<file path="config.mk">
export PLATFORM = sky130hd
export DESIGN_NAME = quad_ud_driver_flat
export DESIGN_NICKNAME = d
export VERILOG_FILES = /design/src/rtl/quad_ud_driver_if.sv /design/src/rtl/quad_ud_driver.sv /design/src/flat_wrapper.sv
export SDC_FILE = /design/constraint.sdc
export NUM_CORES = 1
export LEC_CHECK = 0
export CELL_PAD_IN_SITES_DETAIL_PLACEMENT = 1
export CELL_PAD_IN_SITES_GLOBAL_PLACEMENT = 1
export CORE_ASPECT_RATIO = 1.2
export CORE_UTILIZATION = 42
export CTS_CLUSTER_SIZE = 30
export DETAILED_ROUTE_END_ITERATION = 7
export HOLD_SLACK_MARGIN = 0.12
export PLACE_DENSITY_LB_ADDON = 0.08
export SLEW_MARGIN = 10
export SYNTH_ARGS = -nofsm -noshare
export SYNTH_HDL_FRONTEND = slang
export SYNTH_SLANG_ARGS = --single-unit
</file>
<file path="constraint.sdc">
create_clock -name CLK -period 3.49 [get_ports CLK]
set_clock_uncertainty 0.2 [all_clocks]
set_input_delay 1.047 -clock CLK [delete_from_list [all_inputs] [get_ports CLK]]
set_output_delay 1.047 -clock CLK [all_outputs]
set_load 0.005 [all_outputs]
</file>
<file path="src/rtl/quad_ud_driver_if.sv">
// Control/status bundle between an encoder front end and its 74169-style counter driver.
interface quad_ud_driver_if #(
  parameter int unsigned POS_W = 4
);
  logic             QA;
  logic             QB;
  logic             PRESET_REQ;
  logic [POS_W-1:0] PRESET_VAL;
  logic             ERR_CLR;
  logic             U_DB;
  logic             ENPB;
  logic             ENTB;
  logic             LOADB;
  logic             ERR;
  logic [POS_W-1:0] POS;

  modport master (
    output QA, QB, PRESET_REQ, PRESET_VAL, ERR_CLR,
    input  U_DB, ENPB, ENTB, LOADB, ERR, POS
  );

  modport slave (
    input  QA, QB, PRESET_REQ, PRESET_VAL, ERR_CLR,
    output U_DB, ENPB, ENTB, LOADB, ERR, POS
  );
endinterface

</file>
<file path="src/rtl/quad_ud_driver.sv">
// Quadrature decoder that turns filtered QA/QB edges into one-cycle enable strobes
// and preset loads for a 74169-style up/down counter, with a shadow position.
module quad_ud_driver #(
  parameter int unsigned FILT_LEN = 3,
  parameter int unsigned POS_W    = 4
) (
  input  logic              CLK,
  input  logic              RST,
  quad_ud_driver_if.slave   bus
);

  localparam int unsigned CNT_W = $clog2(FILT_LEN + 1);

  logic [1:0]       sync1_q, sync1_d;
  logic [1:0]       sync2_q, sync2_d;
  logic [1:0]       warm_q, warm_d;
  logic [1:0]       samp_q, samp_d;
  logic [CNT_W-1:0] run_q, run_d;
  logic [1:0]       acc_q, acc_d;
  logic             acc_vld_q, acc_vld_d;
  logic             step_v_q, step_v_d;
  logic             step_up_q, step_up_d;
  logic             pend_v_q, pend_v_d;
  logic             pend_up_q, pend_up_d;
  logic             u_db_q, u_db_d;
  logic             en_b_q, en_b_d;
  logic             load_b_q, load_b_d;
  logic             err_q, err_d;
  logic [POS_W-1:0] pos_q, pos_d;

  logic             illegal;
  logic             ovf;
  logic             issue_v;
  logic             issue_up;

  // Successor of a phase state in the A-leads-B (up) direction.
  function automatic logic [1:0] next_up(input logic [1:0] s);
    return {~s[0], s[1]};
  endfunction

  always_comb begin
    sync1_d   = {bus.QA, bus.QB};
    sync2_d   = sync1_q;
    warm_d    = {warm_q[0], 1'b1};
    samp_d    = samp_q;
    run_d     = run_q;
    acc_d     = acc_q;
    acc_vld_d = acc_vld_q;
    step_v_d  = 1'b0;
    step_up_d = step_up_q;
    pend_v_d  = pend_v_q;
    pend_up_d = pend_up_q;
    u_db_d    = u_db_q;
    en_b_d    = 1'b1;
    load_b_d  = 1'b1;
    pos_d     = pos_q;
    illegal   = 1'b0;
    ovf       = 1'b0;
    issue_v   = 1'b0;
    issue_up  = 1'b0;

    // Run-length filter; cleared synchronizer contents are not counted as samples.
    if (warm_q[1]) begin
      samp_d = sync2_q;
      if (sync2_q == samp_q) begin
        if (run_q != CNT_W'(FILT_LEN)) run_d = run_q + CNT_W'(1);
      end else begin
        run_d = CNT_W'(1);
      end
    end

    // Decode an accepted level against the previous reference.
    if (run_q == CNT_W'(FILT_LEN)) begin
      if (!acc_vld_q) begin
        acc_vld_d = 1'b1;
        acc_d     = samp_q;
      end else if (samp_q != acc_q) begin
        acc_d = samp_q;
        if (samp_q == next_up(acc_q)) begin
          step_v_d  = 1'b1;
          step_up_d = 1'b1;
        end else if (acc_q == next_up(samp_q)) begin
          step_v_d  = 1'b1;
          step_up_d = 1'b0;
        end else begin
          illegal = 1'b1;
        end
      end
    end

    // Load wins the output cycle; a colliding step waits in the one-deep slot.
    if (bus.PRESET_REQ) begin
      load_b_d = 1'b0;
      pos_d    = bus.PRESET_VAL;
      if (step_v_q) begin
        if (pend_v_q) begin
          ovf = 1'b1;
        end else begin
          pend_v_d  = 1'b1;
          pend_up_d = step_up_q;
        end
      end
    end else if (pend_v_q) begin
      issue_v  = 1'b1;
      issue_up = pend_up_q;
      if (step_v_q) pend_up_d = step_up_q;
      else          pend_v_d  = 1'b0;
    end else if (step_v_q) begin
      issue_v  = 1'b1;
      issue_up = step_up_q;
    end

    if (issue_v) begin
      en_b_d = 1'b0;
      u_db_d = issue_up;
      pos_d  = issue_up ? pos_q + POS_W'(1) : pos_q - POS_W'(1);
    end

    err_d = err_q | illegal | ovf;
    if (bus.ERR_CLR) err_d = 1'b0;
  end

  always_ff @(posedge CLK) begin
    if (RST) begin
      sync1_q   <= 2'b00;
      sync2_q   <= 2'b00;
      warm_q    <= 2'b00;
      samp_q    <= 2'b00;
      run_q     <= '0;
      acc_q     <= 2'b00;
      acc_vld_q <= 1'b0;
      step_v_q  <= 1'b0;
      step_up_q <= 1'b1;
      pend_v_q  <= 1'b0;
      pend_up_q <= 1'b1;
      u_db_q    <= 1'b1;
      en_b_q    <= 1'b1;
      load_b_q  <= 1'b1;
      err_q     <= 1'b0;
      pos_q     <= '0;
    end else begin
      sync1_q   <= sync1_d;
      sync2_q   <= sync2_d;
      warm_q    <= warm_d;
      samp_q    <= samp_d;
      run_q     <= run_d;
      acc_q     <= acc_d;
      acc_vld_q <= acc_vld_d;
      step_v_q  <= step_v_d;
      step_up_q <= step_up_d;
      pend_v_q  <= pend_v_d;
      pend_up_q <= pend_up_d;
      u_db_q    <= u_db_d;
      en_b_q    <= en_b_d;
      load_b_q  <= load_b_d;
      err_q     <= err_d;
      pos_q     <= pos_d;
    end
  end

  assign bus.U_DB  = u_db_q;
  assign bus.ENPB  = en_b_q;
  assign bus.ENTB  = en_b_q;
  assign bus.LOADB = load_b_q;
  assign bus.ERR   = err_q;
  assign bus.POS   = pos_q;

endmodule

</file>
<file path="src/flat_wrapper.sv">
// flat-port wrapper written by rule: the top's interface ports become plain ports
module quad_ud_driver_flat 
#(
  parameter int unsigned FILT_LEN = 3,
  parameter int unsigned POS_W    = 4
)
  (CLK, RST, bus_QA, bus_QB, bus_PRESET_REQ, bus_PRESET_VAL, bus_ERR_CLR, bus_U_DB, bus_ENPB, bus_ENTB, bus_LOADB, bus_ERR, bus_POS);
  quad_ud_driver_if #(.POS_W(POS_W)) bus_i ();
  input  logic CLK;
  input  logic RST;
  input wire logic [$bits(bus_i.QA)-1:0] bus_QA;
  input wire logic [$bits(bus_i.QB)-1:0] bus_QB;
  input wire logic [$bits(bus_i.PRESET_REQ)-1:0] bus_PRESET_REQ;
  input wire logic [$bits(bus_i.PRESET_VAL)-1:0] bus_PRESET_VAL;
  input wire logic [$bits(bus_i.ERR_CLR)-1:0] bus_ERR_CLR;
  output wire logic [$bits(bus_i.U_DB)-1:0] bus_U_DB;
  output wire logic [$bits(bus_i.ENPB)-1:0] bus_ENPB;
  output wire logic [$bits(bus_i.ENTB)-1:0] bus_ENTB;
  output wire logic [$bits(bus_i.LOADB)-1:0] bus_LOADB;
  output wire logic [$bits(bus_i.ERR)-1:0] bus_ERR;
  output wire logic [$bits(bus_i.POS)-1:0] bus_POS;
  assign bus_i.QA = bus_QA;
  assign bus_i.QB = bus_QB;
  assign bus_i.PRESET_REQ = bus_PRESET_REQ;
  assign bus_i.PRESET_VAL = bus_PRESET_VAL;
  assign bus_i.ERR_CLR = bus_ERR_CLR;
  assign bus_U_DB = bus_i.U_DB;
  assign bus_ENPB = bus_i.ENPB;
  assign bus_ENTB = bus_i.ENTB;
  assign bus_LOADB = bus_i.LOADB;
  assign bus_ERR = bus_i.ERR;
  assign bus_POS = bus_i.POS;
  quad_ud_driver #(.FILT_LEN(FILT_LEN), .POS_W(POS_W)) u_core (.CLK(CLK), .RST(RST), .bus(bus_i));
endmodule
</file>
[Yosys cells after proc, flatten, opt, wreduce, memory -nomap -nowiden]
Index checks and enable logic that the tools add are counted.
Word-level totals
  logic and storage cells: 82
  memories: 0
  latch bits: 0
  RAM bits: 0
  output and inout port bits: 9
  bits of input ports: 10
  ROM bits: 0
  bits in registers: 25
Cells by class
  bitwise operators: 7
  multiplexer cells: 36
  multipliers: 0
  $lt $le $gt $ge: 0
  shifts and indexed selects: 0
  add/subtract/negate cells: 3
  equality and inequality tests: 10
  divide/modulo/power cells: 0
  reduce and logical (&&, ||, !) cells: 9
Operator list (number)
  $mux W1: 29
  $mux W4: 3
  $mux W2: 4
  $ne A2 B2 Y1 const B: 4
  $eq A2 B2 Y1: 3
  $reduce_bool A2 Y1: 3
  $not A1 Y1: 5
  $add A4 B1 Y4 const B: 1
  $reduce_and A2 Y1: 2
  $reduce_and A4 Y1: 1
  $reduce_or A4 Y1: 1
  $sub A4 B1 Y4 const B: 1
  $reduce_and A3 Y1: 1
  $add A2 B1 Y2 const B: 1
  $eq A2 B2 Y1 const B: 1
  $ne A2 B1 Y1 const B: 1
  $ne A2 B2 Y1: 1
  $or A1 B1 Y1: 2
  $reduce_or A2 Y1: 1

[Logic depth before layout (Yosys ltp)]
Gate-level depths: netlist (run 1).
  depth in word-level cells: 9
  depth in mapped cells: 8
  mapped depth without buffers: 7

[Worst setup path before layout (run 1)]
Ideal clock, no wire load.
  path type: input to register
  start point: input bus_PRESET_REQ
  end point: register u_core.pos_q[1] (netlist: u_core.bus.POS[1])
  path slack: 0.846 ns
  library setup time: 0.128 ns
  data arrival time: 2.316 ns
  path buffers: 0
  cell stages on the path: 6
  required time: 3.162 ns
  cells stage by stage: o21bai_1 > or2_1 > fa_1 > mux2_1 > mux2i_1 > nor2_1
Between the ends
  word-level cells in the longest chain between the ends: 3
  elaborated cells on any way between the ends: 5
  classes of those cells: mux (4); reduce/logical (1)
RTL lines
  from (decl): line flat_wrapper.sv:13  | input wire logic [$bits(bus_i.PRESET_REQ)-1:0] bus_PRESET_REQ;
  $mux W1: line quad_ud_driver.sv:92  | if (bus.PRESET_REQ) begin
  $mux W4: line quad_ud_driver.sv:116  | pos_d = issue_up ? pos_q + POS_W'(1) : pos_q - POS_W'(1);
  $mux W4: line quad_ud_driver.sv:113  | if (issue_v) begin
  to (signal assigned): line quad_ud_driver.sv:157  | pos_q <= pos_d;
  to (decl): line quad_ud_driver.sv:29  | logic [POS_W-1:0] pos_q, pos_d;
Several ways; a longest one is shown, not always the timed one.
A chain may end at the register's enable or synchronous reset.

[Final worst setup path (run 1)]
Ends and elaborated chain as after synthesis.

==> results.ini, run 1 <==
[route]
final_antenna_net_count=0
wirelength_mm=2.19
initial_drt_markers=5
remaining_drc_errors=0
via_count=843
routed_wire_length_per_instance_um=13.3
first_pass_iters=4
post_drt_via_cell_ratio=5.11

[global_route]
grt_first_pass_wirelength_mm=3.97
grt_pass1_vias=922
antenna_found_initial=0
maximum_number_of_pins_on_one_net_before_global_route_repair=24
grt-ovfl-total=0
total_routing_usage_reported_by_global_routing_pct=17.8

[synth]
flip_flop_and_latch_count_after_synthesis=25
dominant_combinational_cell_family_by_area_after_synthesis=simple AND/OR/NAND/NOR gates
synth-edff-count=0
dominantRegCellSynth=dfxtp_1
synthesis.area_um2=1160
ys.warnings.count=0
synth_xor_area_share_pct=8.86
synth-seq-area-share_pct=43.2
synthDistinctLibCells=34
async_reset_ff_share_pct=0
syn_area_per_cell_um2=9.89
synth_nets=132
post_synth_inst_count=117
synthAdderAreaFrac_pct=6.05
synth_compound_area_share_pct=8.65
post_synth_and_or_nand_nor_area_fraction_pct=17.4
share_of_cell_area_taken_by_muxes_after_synthesis_pct=8.97

[sta]
number_of_pins_exceeding_their_max_slew_limit_in_the_final_report=0
hold_viol_final=0
worst_slew_margin_rel_pct=69.0
clock.fmax_ghz=0.354
final.period_utilization_pct=80.9
transition_time_at_the_pin_with_the_least_slew_margin_ns=0.464
setup_viol_count_final=0
final.setup.tns_ns=0
final.min_clock_period_ns=2.82
rsz0062_at_grt=no

[cts]
post_cts_resized=0
clock_sinks=25
post_cts.repair.setup_buffers=0
cts_root_buffer=clkbuf_4
max-clock-path-buffers=2
cts_hold_repair.buffers=0
clock_tree.htree_level_count=1
tritoncts=yes
worst_skew_pair.late_latency_ns=0.30
clk_pin_slew_worst_paths_ns=0.13
cts_inserted_buffers=3

[pwr]
pwr-share-comb_pct=10.9
finalPower_mw=0.477
power_leakage_nw=0.516
power.density_nw_per_um2=353
p_int_mw=0.369
pwr-share-clk_pct=26.0
power.share.sequential_pct=63.1
maximum_vdd_drop_mv=0.165
p_sw_mw=0.109
sw_frac_of_total_pct=22.8

[worst_setup_path]
cp_cell_sequence=clkdlybuf4s50_1 -> o21bai_1 -> or2_1 -> fa_1 -> mux2_1 -> mux2i_1 -> nor2_1
cp.required_ns=3.50
cp_bufs_invs=1
timing.critical_path.from_type=input port
critical_path.slowest_cell=fa_1
slowest_delay_ns=0.43
crit_path_depth=7
cpLargestDelayFamily=adder cells
sort_of_element_at_the_end_of_the_critical_path=register
r2r.worst_path.cells=6
criticalPathCategory=input port to register
critPathArrivalTime_ns=2.83
critPathMaxFanout=4

[layout]
highest_count_cells_in_the_layout_ignoring_fill_and_taps=dfxtp_1 (25), clkdlybuf4s50_1 (18), nor2_1 (15)
fillerInstances=306
layout.nets=148
layout.cells.most_common=dfxtp_1
areaGrowthSynthToFinish_pct=16.9
antennaDiodeCount=0
layout.core_utilization_pct=52.5
seq_area_um2=500
drive_gt1_share_pct=8.33
multi_input_area_um2=578

[min_path]
worst_hold_path_cells=1
hp_class=register to register

[floorplanning]
die-area_um2=2970
placement_rows=20
core-area_um2=2580
floorplan.io_pins=19
die_h_um=59.5
initial_utilization_pct=44.9
die_w_um=49.9

[outcome]
run_status=complete, no violations

[run]
drv.max_cap_violation_count=0

[place]
place_congestion=0.715
detailed_place_hpwl_mm=1.65
buffer_ports.inserted=18

==> logic make-up after synthesis <==
logic type                 after synthesis
AOI/OAI and AO/OA                       14
muxes                                    9
buffers and inverters                   12
xor gates and xnor gates                10
DFF                                     25
and+or+nand+nor                         42
adders and majority gates                5
==> registers in the layout (all words and copies together), names as in the netlist <==
signal and count:
u_core.warm_q 2, u_core.acc_q 2, u_core.pend_up_q 1, u_core.pend_v_q 1
u_core.sync2_q 2, u_core.bus.U_DB 1, u_core.samp_q 2, u_core.bus.POS 4
u_core.step_v_q 1, u_core.sync1_q 2, u_core.bus.ENPB 1, u_core.bus.ERR 1
u_core.acc_vld_q 1, u_core.bus.LOADB 1, u_core.step_up_q 1, u_core.run_q 2
==> synthesized netlist by cell type (2+ instances only) <==
master    number  area [um2]
xnor2_2        2        32.5
nor2_1        15        56.3
nand3_1        6        30.0
a31oi_1        2        12.5
xnor2_1        5        43.8
mux2i_1        7        70.1
buf_2          3        15.0
xor2_1         3        26.3
inv_1          3        11.3
nand2_1        9        33.8
nor2b_1        5        31.3
dfxtp_1       25         500
a21oi_1        4        20.0
ha_1           4        50.1
buf_4          2        15.0
nand2b_1       2        12.5
buf_6          3        33.8
==> metal layers <==
metal | global-route usage, % | vias to the layer above | wire length, um
met5 | 0 | - | 0
met1 | 19.1 | 415 | 954
met2 | 34.6 | 9 | 1180
li1 | - | 417 | -
met3 | 2.31 | 2 | 40
met4 | 7.35 | 0 | 20
==> power groups by stage <==
stage,logic [mW],clock network (mW),registers [mW]
CTS,0.0524,0.130,0.301
global placement,0.0499,0,0.307
floorplan,0.0296,0,0.306
global route,0.0580,0.143,0.303
finish,0.0519,0.124,0.301
detailed placement,0.0521,0,0.308
==> worst paths after layout <==
kind,slack (ns),endpoint,startpoint
hold reg to reg,0.26,u_core.sync2_q[0],u_core.sync1_q[0]
hold / removal,0.26,u_core.sync2_q[0],u_core.sync1_q[0]
setup reg to reg,1.14,u_core.bus.POS[1],u_core.pend_v_q
setup / recovery,0.67,u_core.bus.POS[1],bus_PRESET_REQ
==> final cells by class <==
cell class,instances,share of cell area (%)
clock buffer,4,1.94
inverter,3,0.833
multi-input combinational,80,42.7
sequential,25,37.0
tap,33,3.05
timing repair buffer,20,14.4
==> through the flow <==
step           std cells  cell area [um2]  worst slack, ns  hold slack [ns]
6_report             165             1350            0.668            0.261
5_1_grt              165             1350            0.604            0.274
4_1_cts              165             1350            0.666            0.262
3_5_place_dp         161             1330            0.314            0.235
3_3_place_gp         161             1330            0.379            0.218
2_1_floorplan        117             1160            0.846            0.214
No activity file was read; power rests on OpenSTA's default activity.
==> run 2, diff against run 1 <==
--- a/config.mk
+++ b/config.mk
@@ -8,7 +8,7 @@
 export CELL_PAD_IN_SITES_DETAIL_PLACEMENT = 1
 export CELL_PAD_IN_SITES_GLOBAL_PLACEMENT = 1
 export CORE_ASPECT_RATIO = 1.2
-export CORE_UTILIZATION = 42
+export CORE_UTILIZATION = 39
 export CTS_CLUSTER_SIZE = 30
 export DETAILED_ROUTE_END_ITERATION = 7
 export HOLD_SLACK_MARGIN = 0.12
==> constraint.sdc (replaced) <==
create_clock -name CLK -period 2.7 [get_ports CLK]
set_clock_uncertainty 0.2 [all_clocks]
set_input_delay 0.81 -clock CLK [delete_from_list [all_inputs] [get_ports CLK]]
set_output_delay 0.81 -clock CLK [all_outputs]
set_load 0.005 [all_outputs]
==> run 2 against run 1 <==
- die area up 7.4%
- critical path depth stayed put
- global-route usage shrank 1.4 points
- flip-flop and latch count did not move
- register-to-register slack lost 0.59 ns
- combinational power is 31% higher
- worst setup slack got worse by 0.52 ns
- critical path type unchanged
- largest power group unchanged
==> results.ini, run 2 (same netlist as run 1, synthesis figures left out) <==
[route]
routed_wire_length_per_instance_um=13.4
remaining_drc_errors=0
via_count=837
post_drt_via_cell_ratio=4.89
wirelength_mm=2.29
final_antenna_net_count=0
first_pass_iters=4
initial_drt_markers=5

[global_route]
grt_pass1_vias=844
maximum_number_of_pins_on_one_net_before_global_route_repair=16
total_routing_usage_reported_by_global_routing_pct=16.3
grt.met1_usage_pct=18.8
grt_first_pass_wirelength_mm=3.81
globalRoute.busiestLayer=met2
global_route.usage.met3_pct=2.22
antenna_found_initial=0
grt-ovfl-total=0
met2_usage_pct=30.4

[cts]
cts_hold_repair.buffers=0
post_cts.repair.setup_buffers=0
max-clock-path-buffers=2
tritoncts=yes
post_cts_resized=0
cts_inserted_buffers=3
worst_skew_pair.late_latency_ns=0.31
clock_tree.htree_level_count=1
clock_sinks=25
clk_pin_slew_worst_paths_ns=0.14
cts_root_buffer=clkbuf_4

[pwr]
power.density_nw_per_um2=449
power_leakage_nw=0.539
maximum_vdd_drop_mv=0.293

[layout]
drive_gt1_share_pct=12.4
areaGrowthSynthToFinish_pct=20.5
multi_input_area_um2=578
antennaDiodeCount=0
fin_area_um2=1400
fillerInstances=325
seq_area_um2=500
flip_flop_count_of_the_largest_register_all_copies_and_words_added=4
layout.cells.most_common=dfxtp_1
highest_count_cells_in_the_layout_ignoring_fill_and_taps=dfxtp_1 (25), clkdlybuf4s50_1 (18), nor2_1 (15)
stdcell_count=171
layout.nets=153

[place]
place.detailed.instances=167
place_area_um2=1370
detailed_place_hpwl_mm=1.83
place_congestion=0.732
buffer_ports.inserted=18

[sta]
final.period_utilization_pct=94.5
number_of_pins_exceeding_their_max_slew_limit_in_the_final_report=0
worst_slew_margin_rel_pct=80.8
final.min_clock_period_ns=2.55
setup_viol_count_final=0
clock.fmax_ghz=0.392
hold_viol_final=0
rsz0062_at_grt=no
transition_time_at_the_pin_with_the_least_slew_margin_ns=0.288

[floorplanning]
core-area_um2=2810
die_w_um=51.7
placement_rows=21
initial_utilization_pct=41.2
floorplan.io_pins=19
die-area_um2=3190
die_h_um=61.7

[worst_setup_path]
critical_path.slowest_cell=fa_1
critPathMaxFanout=3
cp_cell_sequence=clkdlybuf4s50_1 -> o21bai_1 -> or2_1 -> fa_1 -> mux2_1 -> mux2i_1 -> nor2_1
criticalPathCategory=input port to register
cp.required_ns=2.72
sort_of_element_at_the_end_of_the_critical_path=register
critPathArrivalTime_ns=2.57
timing.critical_path.from_type=input port
slowest_delay_ns=0.43

[min_path]
hp_class=register to register

[outcome]
run_status=complete, no violations

[run]
drv.max_cap_violation_count=0

run 2: cell count changes in the layout (fill, tap and decap cells not counted), sizes merged:
cell,previous run,this run
clkbuf,4,3
buf,2,7
clkinvlp,0,1
run 2: area by class of cell:
class | count | share of cell area (%)
Multi-Input combinational cell | 80 | 41.4
Timing Repair Buffer | 25 | 16.7
Tap cell | 34 | 3.05
Clock buffer | 3 | 1.61
Sequential cell | 25 | 35.9
Inverter | 3 | 0.807
Clock inverter | 1 | 0.538
run 2: path summary, 6_finish.rpt:
check,from,endpoint,slack [ns],depth (start not counted)
hold / removal,u_core.sync1_q[1],u_core.sync2_q[1],0.26,1
setup reg to reg,u_core.pend_v_q,u_core.bus.POS[1],0.55,6
hold reg to reg,u_core.sync1_q[1],u_core.sync2_q[1],0.26,1
setup / recovery,bus_PRESET_REQ,u_core.bus.POS[1],0.15,7
run 2: worst max-delay path: cells and delay by family:
kind	cells	cell delay [ns]
compound gates	1	0.17
simple gates	2	0.33
mux	2	0.42
buf+inv	1	0.41
fa+ha+maj	1	0.43
run 2: metrics by stage:
| stage | setup TNS, ns | hold slack (ns) | total power, mW | utilization (%) | setup slack [ns] |
|---|---|---|---|---|---|
| floorplan | 0 | 0.214 | 0.433 | - | 0.293 |
| global placement | -0.299 | 0.216 | 0.463 | 48.6 | -0.133 |
| detailed placement | -0.464 | 0.227 | 0.466 | 48.6 | -0.211 |
| CTS | 0 | 0.258 | 0.635 | 49.6 | 0.142 |
| global route | 0 | 0.266 | 0.656 | 49.6 | 0.0649 |
| finish | 0 | 0.255 | 0.627 | 49.6 | 0.148 |
run 2: power by group:
part	switching [mW]	leakage, nW	internal, mW	total, mW
logic	0.0278	0.320	0.0401	0.0679
registers	0.00940	0.204	0.380	0.389
clock network	0.113	0.0139	0.0564	0.169
run 2: per-layer routing:
metal	wire length, um	part of all wire [%]
met3	51	2.2
met2	1180	52
met1	1030	45
met4	23	1.0
met5	0	0
==> run 3, diff against run 2 <==
==> constraint.sdc (replaced) <==
create_clock -name CLK -period 2.7 [get_ports CLK]
set_clock_uncertainty 0.2 [all_clocks]
set_input_delay 0.405 -clock CLK [delete_from_list [all_inputs] [get_ports CLK]]
set_output_delay 0.405 -clock CLK [all_outputs]
set_load 0.005 [all_outputs]
==> run 3 against run 2 <==
- sequential power barely moved
- worst setup slack improved by 0.35 ns
- first-iteration DRC count rose by 40%
- power rose by 0.70%
==> results.ini, run 3 (same netlist as run 1, synthesis figures left out) <==
[pwr]
power.density_nw_per_um2=460
maximum_vdd_drop_mv=0.182
power_leakage_nw=0.526

[floorplanning]
initial_utilization_pct=41.2
die-area_um2=3190
die_h_um=61.7
placement_rows=21
die_w_um=51.7
core-area_um2=2810
floorplan.io_pins=19

[global_route]
met2_usage_pct=32.3
globalRoute.busiestLayer=met2
maximum_number_of_pins_on_one_net_before_global_route_repair=16
antenna_found_initial=0
grt-ovfl-total=0
grt.met1_usage_pct=17.9
global_route.usage.met3_pct=2.72
total_routing_usage_reported_by_global_routing_pct=16.7
grt_first_pass_wirelength_mm=3.81
grt_pass1_vias=850

[sta]
rsz0062_at_grt=no
final.min_clock_period_ns=2.20
final.period_utilization_pct=81.4
setup_viol_count_final=0
final.setup.tns_ns=0
worst_slew_margin_rel_pct=76.7
transition_time_at_the_pin_with_the_least_slew_margin_ns=0.348
number_of_pins_exceeding_their_max_slew_limit_in_the_final_report=0
clock.fmax_ghz=0.455
hold_viol_final=0
finalWorstSetupSlack_ns=0.501

[route]
initial_drt_markers=7
wirelength_mm=2.25
final_antenna_net_count=0
remaining_drc_errors=0
post_drt_via_cell_ratio=4.98
via_count=837
first_pass_iters=4
routed_wire_length_per_instance_um=13.4

[place]
detailed_place_hpwl_mm=1.78
place_congestion=0.706
pre_cts_ws_ns=0.136
buffer_ports.inserted=18

[worst_setup_path]
cp.required_ns=2.73
criticalPathCategory=input port to register
timing.critical_path.from_type=input port
critPathMaxFanout=4
r2r.worst_path.cells=6
critPathArrivalTime_ns=2.23
sort_of_element_at_the_end_of_the_critical_path=register
timing.reg2reg.setup_slack_ns=0.50

[layout]
highest_count_cells_in_the_layout_ignoring_fill_and_taps=dfxtp_1 (25), clkdlybuf4s50_1 (18), nor2_1 (15)
fillerInstances=330
layout.nets=150
flip_flop_count_of_the_largest_register_all_copies_and_words_added=4
areaGrowthSynthToFinish_pct=18.6
antennaDiodeCount=0
layout.core_utilization_pct=48.8
layout.cells.most_common=dfxtp_1
drive_gt1_share_pct=10.4

[min_path]
hp_class=register to register
worst_hold_path_cells=1

[cts]
clock_sinks=25
tritoncts=yes
cts_inserted_buffers=3
clock_tree.htree_level_count=1
post_cts.repair.setup_buffers=0
worst_skew_pair.late_latency_ns=0.32
post_cts_resized=0
clk_pin_slew_worst_paths_ns=0.14
cts_root_buffer=clkbuf_4
cts_hold_repair.buffers=0
max-clock-path-buffers=2

[run]
drv.max_cap_violation_count=0

[outcome]
run_status=complete, no violations

## run 3: metrics by stage
stage | power, mW | std cells | instance area, um2 | hold slack [ns]
4_1_cts | 0.644 | 168 | 1370 | 0.260
2_1_floorplan | 0.433 | 117 | 1160 | 0.214
6_report | 0.631 | 168 | 1370 | 0.258
3_3_place_gp | 0.462 | 164 | 1340 | 0.219
5_1_grt | 0.664 | 168 | 1370 | 0.274
3_5_place_dp | 0.466 | 164 | 1340 | 0.229
## run 3: layout make-up
cell class | count | area (um2) | share of cell area [%]
clock inverters | 1 | 7.51 | 0.547
inverters | 3 | 11.3 | 0.820
well taps | 34 | 42.5 | 3.10
clock buffers | 3 | 22.5 | 1.64
repair buffers | 22 | 210 | 15.3
flip-flops and latches | 25 | 500 | 36.5
multi-input cells | 80 | 578 | 42.1
## run 3: report_power, final
part,total [mW],internal (mW),switching [mW]
clock,0.174,0.0565,0.118
combinational,0.0672,0.0392,0.0280
sequential,0.389,0.380,0.00942
total,0.631,0.476,0.155
## run 3: worst max-delay path, stage by stage
cell	delay, ns
clkdlybuf4s50_1	0.41
o21bai_1	0.19
or2_1	0.29
fa_1	0.44
mux2_1	0.30
mux2i_1	0.14
nor2_1	0.05
## run 3: final timing paths
| check | startpoint | end |
|---|---|---|
| worst max-delay path | bus_PRESET_REQ | u_core.bus.POS[1] |
| worst min-delay path | u_core.sync1_q[0] | u_core.sync2_q[0] |
| worst min register to register | u_core.sync1_q[0] | u_core.sync2_q[0] |
| worst max register to register | u_core.pend_v_q | u_core.bus.POS[1] |
## run 3: metal layers
metal / wire length [um] / vias to the layer above
met5: 0 / -
met4: 23 / 0
li1: - / 423
met3: 61 / 2
met2: 1220 / 9
met1: 941 / 403
